## src/rtl/bool_sweep_pkg.sv

```systemverilog
`default_nettype none
// +------------------------------------------------------------------------+
// | Package : bool_sweep_pkg                                                |
// | Purpose : Shared types and sizing helpers for the Boolean-function      |
// |           sweep controller (FSM state encoding, truth-table width).     |
// | Revision: 1.0 - initial release                                         |
// +------------------------------------------------------------------------+
package bool_sweep_pkg;

  localparam int N_IN_DEF = 3;

  // One truth-table bit per input vector.
  function automatic int tt_width(input int n_in);
    return 2 ** n_in;
  endfunction

  localparam int TT_W_DEF = tt_width(N_IN_DEF);

  typedef enum logic [1:0] {
    IDLE   = 2'd0,
    SETTLE = 2'd1,
    SAMPLE = 2'd2,
    DONE   = 2'd3
  } sweep_state_e;

endpackage
`default_nettype wire

```

## src/rtl/sweep_settle_cnt.sv

```systemverilog
`default_nettype none
// +------------------------------------------------------------------------+
// | Module  : sweep_settle_cnt                                              |
// | Purpose : Loadable down-counter timing the settle window of each sweep  |
// |           vector. Expiry is flagged when the count reaches zero.        |
// | Ports   : clk, rst      - clock, synchronous active-high reset          |
// |           clr           - synchronous clear to zero                     |
// |           load/load_val - load a new start count                        |
// |           dec           - decrement (saturates at zero)                 |
// |           expired       - count is zero                                 |
// | Revision: 1.0 - initial release                                         |
// +------------------------------------------------------------------------+
module sweep_settle_cnt #(
  parameter int W = 1
) (
  input  logic         clk,
  input  logic         rst,
  input  logic         clr,
  input  logic         load,
  input  logic [W-1:0] load_val,
  input  logic         dec,
  output logic         expired
);

  logic [W-1:0] count;

  always_ff @(posedge clk) begin
    if (rst || clr) begin
      count <= '0;
    end else if (load) begin
      count <= load_val;
    end else if (dec && (count != '0)) begin
      count <= count - W'(1);
    end
  end

  assign expired = (count == '0);

endmodule
`default_nettype wire

```

## src/rtl/bool_func_sweep_ctrl.sv

```systemverilog
`default_nettype none
// +------------------------------------------------------------------------+
// | Module  : bool_func_sweep_ctrl                                          |
// | Purpose : Sweeps all 2^N_IN input vectors of a combinational Boolean    |
// |           function, holds each for SETTLE_CYC cycles, captures d_in     |
// |           into a truth table and compares it to a latched expected one. |
// | Ports   : clk, rst  - clock, synchronous active-high reset              |
// |           start     - begin a sweep (accepted in IDLE only)             |
// |           abort     - cancel a sweep, back to IDLE with no done         |
// |           exp_tt    - expected truth table, latched at start            |
// |           d_in      - output of the function under test                 |
// |           vec_out   - function inputs (a=[2], b=[1], c=[0])             |
// |           busy      - sweep in progress                                 |
// |           done      - one-cycle completion pulse                        |
// |           pass      - captured table matched expected (valid with done) |
// |           tt_out    - captured truth table                              |
// | Option  : SWEEP_FIRST_FAIL_EN adds first_fail_idx / fail_seen ports     |
// |           reporting the lowest mismatching vector of the sweep.         |
// | Revision: 1.0 - initial release                                         |
// +------------------------------------------------------------------------+
module bool_func_sweep_ctrl
  import bool_sweep_pkg::*;
#(
  parameter int N_IN       = N_IN_DEF,
  parameter int SETTLE_CYC = 2
) (
  input  logic                      clk,
  input  logic                      rst,
  input  logic                      start,
  input  logic                      abort,
  input  logic [tt_width(N_IN)-1:0] exp_tt,
  input  logic                      d_in,
  output logic [N_IN-1:0]           vec_out,
  output logic                      busy,
  output logic                      done,
  output logic                      pass,
  output logic [tt_width(N_IN)-1:0] tt_out
`ifdef SWEEP_FIRST_FAIL_EN
  ,
  output logic [N_IN-1:0]           first_fail_idx,
  output logic                      fail_seen
`endif
);

  localparam int TT_W  = tt_width(N_IN);
  localparam int CNT_W = (SETTLE_CYC > 1) ? $clog2(SETTLE_CYC) : 1;
  // The counter starts at SETTLE_CYC-1 and SETTLE advances on expiry,
  // which gives exactly SETTLE_CYC cycles in SETTLE per vector.
  localparam logic [CNT_W-1:0] SETTLE_LOAD = CNT_W'(SETTLE_CYC - 1);
  localparam logic [N_IN-1:0]  IDX_LAST    = '1;

  sweep_state_e    state;
  sweep_state_e    state_next;

  logic [N_IN-1:0] idx;
  logic [TT_W-1:0] exp_lat;
  logic [TT_W-1:0] tt_cap;
  logic            accept;
  logic            capture;
  logic            cnt_load;
  logic            cnt_dec;
  logic            cnt_clr;
  logic            cnt_expired;
  logic            last_vec;

  // --------------------------------------------------------------------
  // Settle timer
  // --------------------------------------------------------------------
  sweep_settle_cnt #(
    .W (CNT_W)
  ) u_settle_cnt (
    .clk      (clk),
    .rst      (rst),
    .clr      (cnt_clr),
    .load     (cnt_load),
    .load_val (SETTLE_LOAD),
    .dec      (cnt_dec),
    .expired  (cnt_expired)
  );

  // --------------------------------------------------------------------
  // FSM: state register
  // --------------------------------------------------------------------
  always_ff @(posedge clk) begin
    if (rst) begin
      state <= IDLE;
    end else begin
      state <= state_next;
    end
  end

  assign last_vec = (idx == IDX_LAST);
  assign cnt_clr  = abort && (state != IDLE);

  // --------------------------------------------------------------------
  // FSM: next state and control strobes
  // --------------------------------------------------------------------
  always_comb begin
    state_next = state;
    accept     = 1'b0;
    capture    = 1'b0;
    cnt_load   = 1'b0;
    cnt_dec    = 1'b0;
    case (state)
      IDLE: begin
        // abort dominates a simultaneous start
        if (start && !abort) begin
          accept     = 1'b1;
          cnt_load   = 1'b1;
          state_next = SETTLE;
        end
      end
      SETTLE: begin
        if (abort) begin
          state_next = IDLE;
        end else if (cnt_expired) begin
          state_next = SAMPLE;
        end else begin
          cnt_dec = 1'b1;
        end
      end
      SAMPLE: begin
        if (abort) begin
          state_next = IDLE;
        end else begin
          capture = 1'b1;
          if (last_vec) begin
            state_next = DONE;
          end else begin
            cnt_load   = 1'b1;
            state_next = SETTLE;
          end
        end
      end
      DONE: begin
        state_next = IDLE;
      end
      default: begin
        state_next = IDLE;
      end
    endcase
  end

  assign busy    = (state == SETTLE) || (state == SAMPLE);
  assign done    = (state == DONE);
  // The index register drives the function directly; it is only updated
  // at sweep start and after each sample, so it holds in DONE/IDLE.
  assign vec_out = idx;

  // Truth table including the bit being sampled this cycle, so pass can be
  // registered on the same edge that enters DONE and be valid with done.
  always_comb begin
    tt_cap      = tt_out;
    tt_cap[idx] = d_in;
  end

  // --------------------------------------------------------------------
  // Index, truth-table capture and verdict
  // --------------------------------------------------------------------
  always_ff @(posedge clk) begin
    if (rst) begin
      idx     <= '0;
      exp_lat <= '0;
      tt_out  <= '0;
      pass    <= 1'b0;
    end else if (accept) begin
      idx     <= '0;
      exp_lat <= exp_tt;
      tt_out  <= '0;
      pass    <= 1'b0;
    end else if (capture) begin
      tt_out <= tt_cap;
      if (last_vec) begin
        pass <= (tt_cap == exp_lat);
      end else begin
        idx <= idx + N_IN'(1);
      end
    end
  end

`ifdef SWEEP_FIRST_FAIL_EN
  // Lowest mismatching vector of the current sweep; vectors are sampled in
  // ascending order so the first recorded mismatch is the lowest one.
  always_ff @(posedge clk) begin
    if (rst) begin
      first_fail_idx <= '0;
      fail_seen      <= 1'b0;
    end else if (accept) begin
      first_fail_idx <= '0;
      fail_seen      <= 1'b0;
    end else if (capture && !fail_seen && (d_in != exp_lat[idx])) begin
      first_fail_idx <= idx;
      fail_seen      <= 1'b1;
    end
  end
`endif

endmodule
`default_nettype wire

```

## config.mk

```make
export PLATFORM = sky130hd
export DESIGN_NAME = bool_func_sweep_ctrl
export DESIGN_NICKNAME = d
export VERILOG_FILES = /design/src/rtl/bool_sweep_pkg.sv /design/src/rtl/sweep_settle_cnt.sv /design/src/rtl/bool_func_sweep_ctrl.sv
export SDC_FILE = /design/constraint.sdc
export NUM_CORES = 1
export LEC_CHECK = 0
export CAP_MARGIN = 30
export CORE_MARGIN = 5
export CORE_UTILIZATION = 40
export CTS_CLUSTER_DIAMETER = 150
export CTS_CLUSTER_SIZE = 8
export DETAILED_ROUTE_END_ITERATION = 10
export SYNTH_ARGS = -nofsm -noshare
export SYNTH_HDL_FRONTEND = slang
export SYNTH_HIERARCHICAL = 1
export SYNTH_SLANG_ARGS = --single-unit
export TNS_END_PERCENT = 10
```

## constraint.sdc

```tcl
create_clock -name clk -period 2.2 [get_ports clk]
set_input_delay 0.33 -clock clk [delete_from_list [all_inputs] [get_ports clk]]
set_output_delay 0.33 -clock clk [all_outputs]
set_load 0.01 [all_outputs]
```

==> flow_summary.ini <==
[outcome]
status = complete, no violations

[logic_synthesis]
synth-edff-count = 0
yosys.area_share.adder = 0.06410
synth_xor_area_frac = 0.05128
synth_ff_type = dfxtp_1
ys_types = 34
synthMuxAreaShare = 0.1538
yosysSeqAreaShare = 0.3370
ys_ff_latch = 23
synth_nets = 178
yosys_warnings = 6
avgSynthCellArea_sq_um = 8.648
syn-cell-area_sq_mm = 0.001366
yosysTopAreaCell = dfxtp_1
ys_async_sr_fraction = 0
yosysTopAreaCellShare = 0.3370
ys_top_cells_by_area = dfxtp_1, mux2i_1, nor2_1
synth_top_family_by_area = simple AND/OR/NAND/NOR gates
synth_compound_area_frac = 0.09249
postSynthCellCount = 158
synth-simple-area-share = 0.2573

[final_layout]
finalNonFillerCells = 237
fill_cells = 356
area_growth_pct = 28.85
finalNetCount = 212
layout_commonest_cell = clkdlybuf4s50_1
final_cell_mix = clkdlybuf4s50_1, nor2_1, dfxtp_1
multiInputGateArea_sq_um = 849.6
drive_gt1_frac = 0.08901
num_antenna_cells = 0
fin_area_sq_mm = 0.001760
regArea_sq_um = 460.4

[placement]
dp.cells = 233
placed_area_sq_mm = 0.001733
io_buffers = 26
routabilityCongestion = 0.8154
place_hpwl_um = 2501
dp_slack_ns = 0.1915

[sta]
fin_skew_ns = 0.004228
finalSetupTns_ns = 0
layout_min_cycle_time_ns = 2.101
worst_slack_ns = 0.09859
worst_pin_slew_ns = 0.5398
setup_violations = 0
fmax_mhz = 475.9
rsz0062_at_grt = false
final-hold-violation-count = 0
slew_headroom = 0.6397
drv_slew = 0
period_share = 0.9552

[drt]
dr_total_vias = 1214
drt_iter0_drc = 21
routed_wl_um = 3239
via_per_inst = 5.122
drt-wirelength-per-cell_um = 13.67
antenna_left = 0
dr.pass1.iters = 4
route.detailed.drc = 0

[clock_network]
clkSinkCount = 23
clk_latency_ns = 0.31
postCtsHoldBufs = 0
cts_resized = 0
cts-root-buf = clkbuf_4
cts.path.max_buffers = 2
post-cts-setup-buffers = 0
cts_tree = built
cts_buffers = 3
cts.clk_slew.worst_paths_ns = 0.13
cts.htree.levels = 1

[worst_setup_path]
r2r_end = u_settle_cnt/count$_SDFFE_PP0P_
ff2ff_setup_slack_ns = 0.22
path_cells = buf_4 > clkdlybuf4s50_1
crit_slowest_cell = dfxtp_1
end_kind = primary output
worstPathMaxFanout = 15
slowest_delay_ns = 0.68
crit_type = reg -> out
r2r-start = vec_out[1]$_SDFFE_PP0P_
reg2reg_depth = 5
cp.buffers_inverters = 2
cp.required_ns = 1.87
crit_family = buffers and inverters
arrival_ns = 1.77
crit_path_start_kind = flip-flop

[power]
netSwitchingPower_w = 0.0002080
power.share.combinational = 0.183
netSwitchingFraction = 0.2650
intPower_w = 0.0005771
power_frac_seq = 0.567
cellLeakagePower_nw = 0.7348
clkPwrFrac = 0.250
powerDensity_mw_per_mm2 = 446.0
max-vdd-ir-drop_mv = 0.2398
p_total_w = 0.0007851

[grt]
grtUsageMet2 = 0.2658
grt.total_usage = 0.1474
grtUsageMet1 = 0.1765
gr-max-usage-layer = met2
overflow = 0
grt_pass1_wl_um = 5195
antenna_found_initial = 0
grt_max_degree = 16
grt_pass1_vias = 1158
met3_usage = 0.02463

[min_path]
worstHoldStart = pass$_SDFFE_PP0P_
min_to = pass$_SDFFE_PP0P_
hp-class = reg -> reg
holdPathStages = 2

[run]
maxCapViolations = 0

[die]
chipWidth_um = 68.45
rows = 21
coreArea_sq_mm = 0.003311
die_area_sq_mm = 0.004685
ios = 27
die_h_um = 68.45
initial_utilization = 0.4127
==> power groups by stage <==
stage          Clock, W  Sequential, W  Combinational (W)
2_1_floorplan         0       0.000451          0.0000919
3_3_place_gp          0       0.000455           0.000141
3_5_place_dp          0       0.000455           0.000144
4_1_cts        0.000205       0.000446           0.000145
5_1_grt        0.000228       0.000448           0.000159
6_report       0.000196       0.000445           0.000144
==> worst max path at each step <==
stage	startpoint	endpoint	slack, ns	cells after the start
after floorplan	state[0]$_SDFFE_PP0P_	u_settle_cnt/count$_SDFFE_PP0P_	0.44	7
after global placement	d_in	pass$_SDFFE_PP0P_	0.18	5
after detailed placement	d_in	pass$_SDFFE_PP0P_	0.19	5
after CTS	vec_out[2]$_SDFFE_PP0P_	vec_out[2]	0.11	2
after global routing	vec_out[2]$_SDFFE_PP0P_	vec_out[2]	0.03	2
final	vec_out[2]$_SDFFE_PP0P_	vec_out[2]	0.1	2
==> cell type report <==
class,instances,area share
timing repair buffer,37,0.1947
clock inverter,1,0.002843
clock buffer,3,0.01279
sequential,23,0.2615
multi-input combinational,121,0.4826
inverter,6,0.01279
tap,46,0.03269
==> worst min-delay path, cell delays in order, from the launching register on <==
cell and delay, ns:
dfxtp_1 0.34, nand3_1 0.07, o21ai_1 0.05
==> registers in the layout, indices dropped and copies added (netlist names) <==
register and count:
tt_out 8, vec_out 3, exp_lat 8, pass 1
state 2, u_settle_cnt/count 1
==> Yosys cell counts, types with 2 or more instances <==
library cell  instances
nor2_1               24
dfxtp_1              23
mux2i_1              21
ha_1                  7
nand2_1               7
inv_1                 6
nand2b_1              6
clkbuf_1              5
nand3b_1              5
nor3_1                5
nor3b_1               5
xnor2_1               5
a21oi_1               4
nand3_1               4
buf_2                 3
nor2b_1               3
o21ai_0               3
xor2_1                3
a211oi_1              2
nor4_1                2
o32ai_1               2
==> stage by stage <==
stage / hold slack (ns) / utilization
floorplan: 0.3946 / -
global placement: 0.4669 / 0.5234
detailed placement: 0.4684 / 0.5234
CTS: 0.4867 / 0.5317
global route: 0.5064 / 0.5317
finish: 0.4851 / 0.5317
==> routing by layer <==
layer | vias up | wire [um]
li1 | 614 | -
met1 | 567 | 1501
met2 | 27 | 1573
met3 | 6 | 123
met4 | 0 | 40
met5 | - | 0
==> kinds of logic after synthesis <==
group	count (synthesis)
buffers and inverters	14
and+or+nand+nor	66
DFF	23
xor gates and xnor gates	8
other	1
muxes	21
AOI/OAI and AO/OA	18
adders and majority gates	7
No activity file was read; power rests on OpenSTA's default activity.
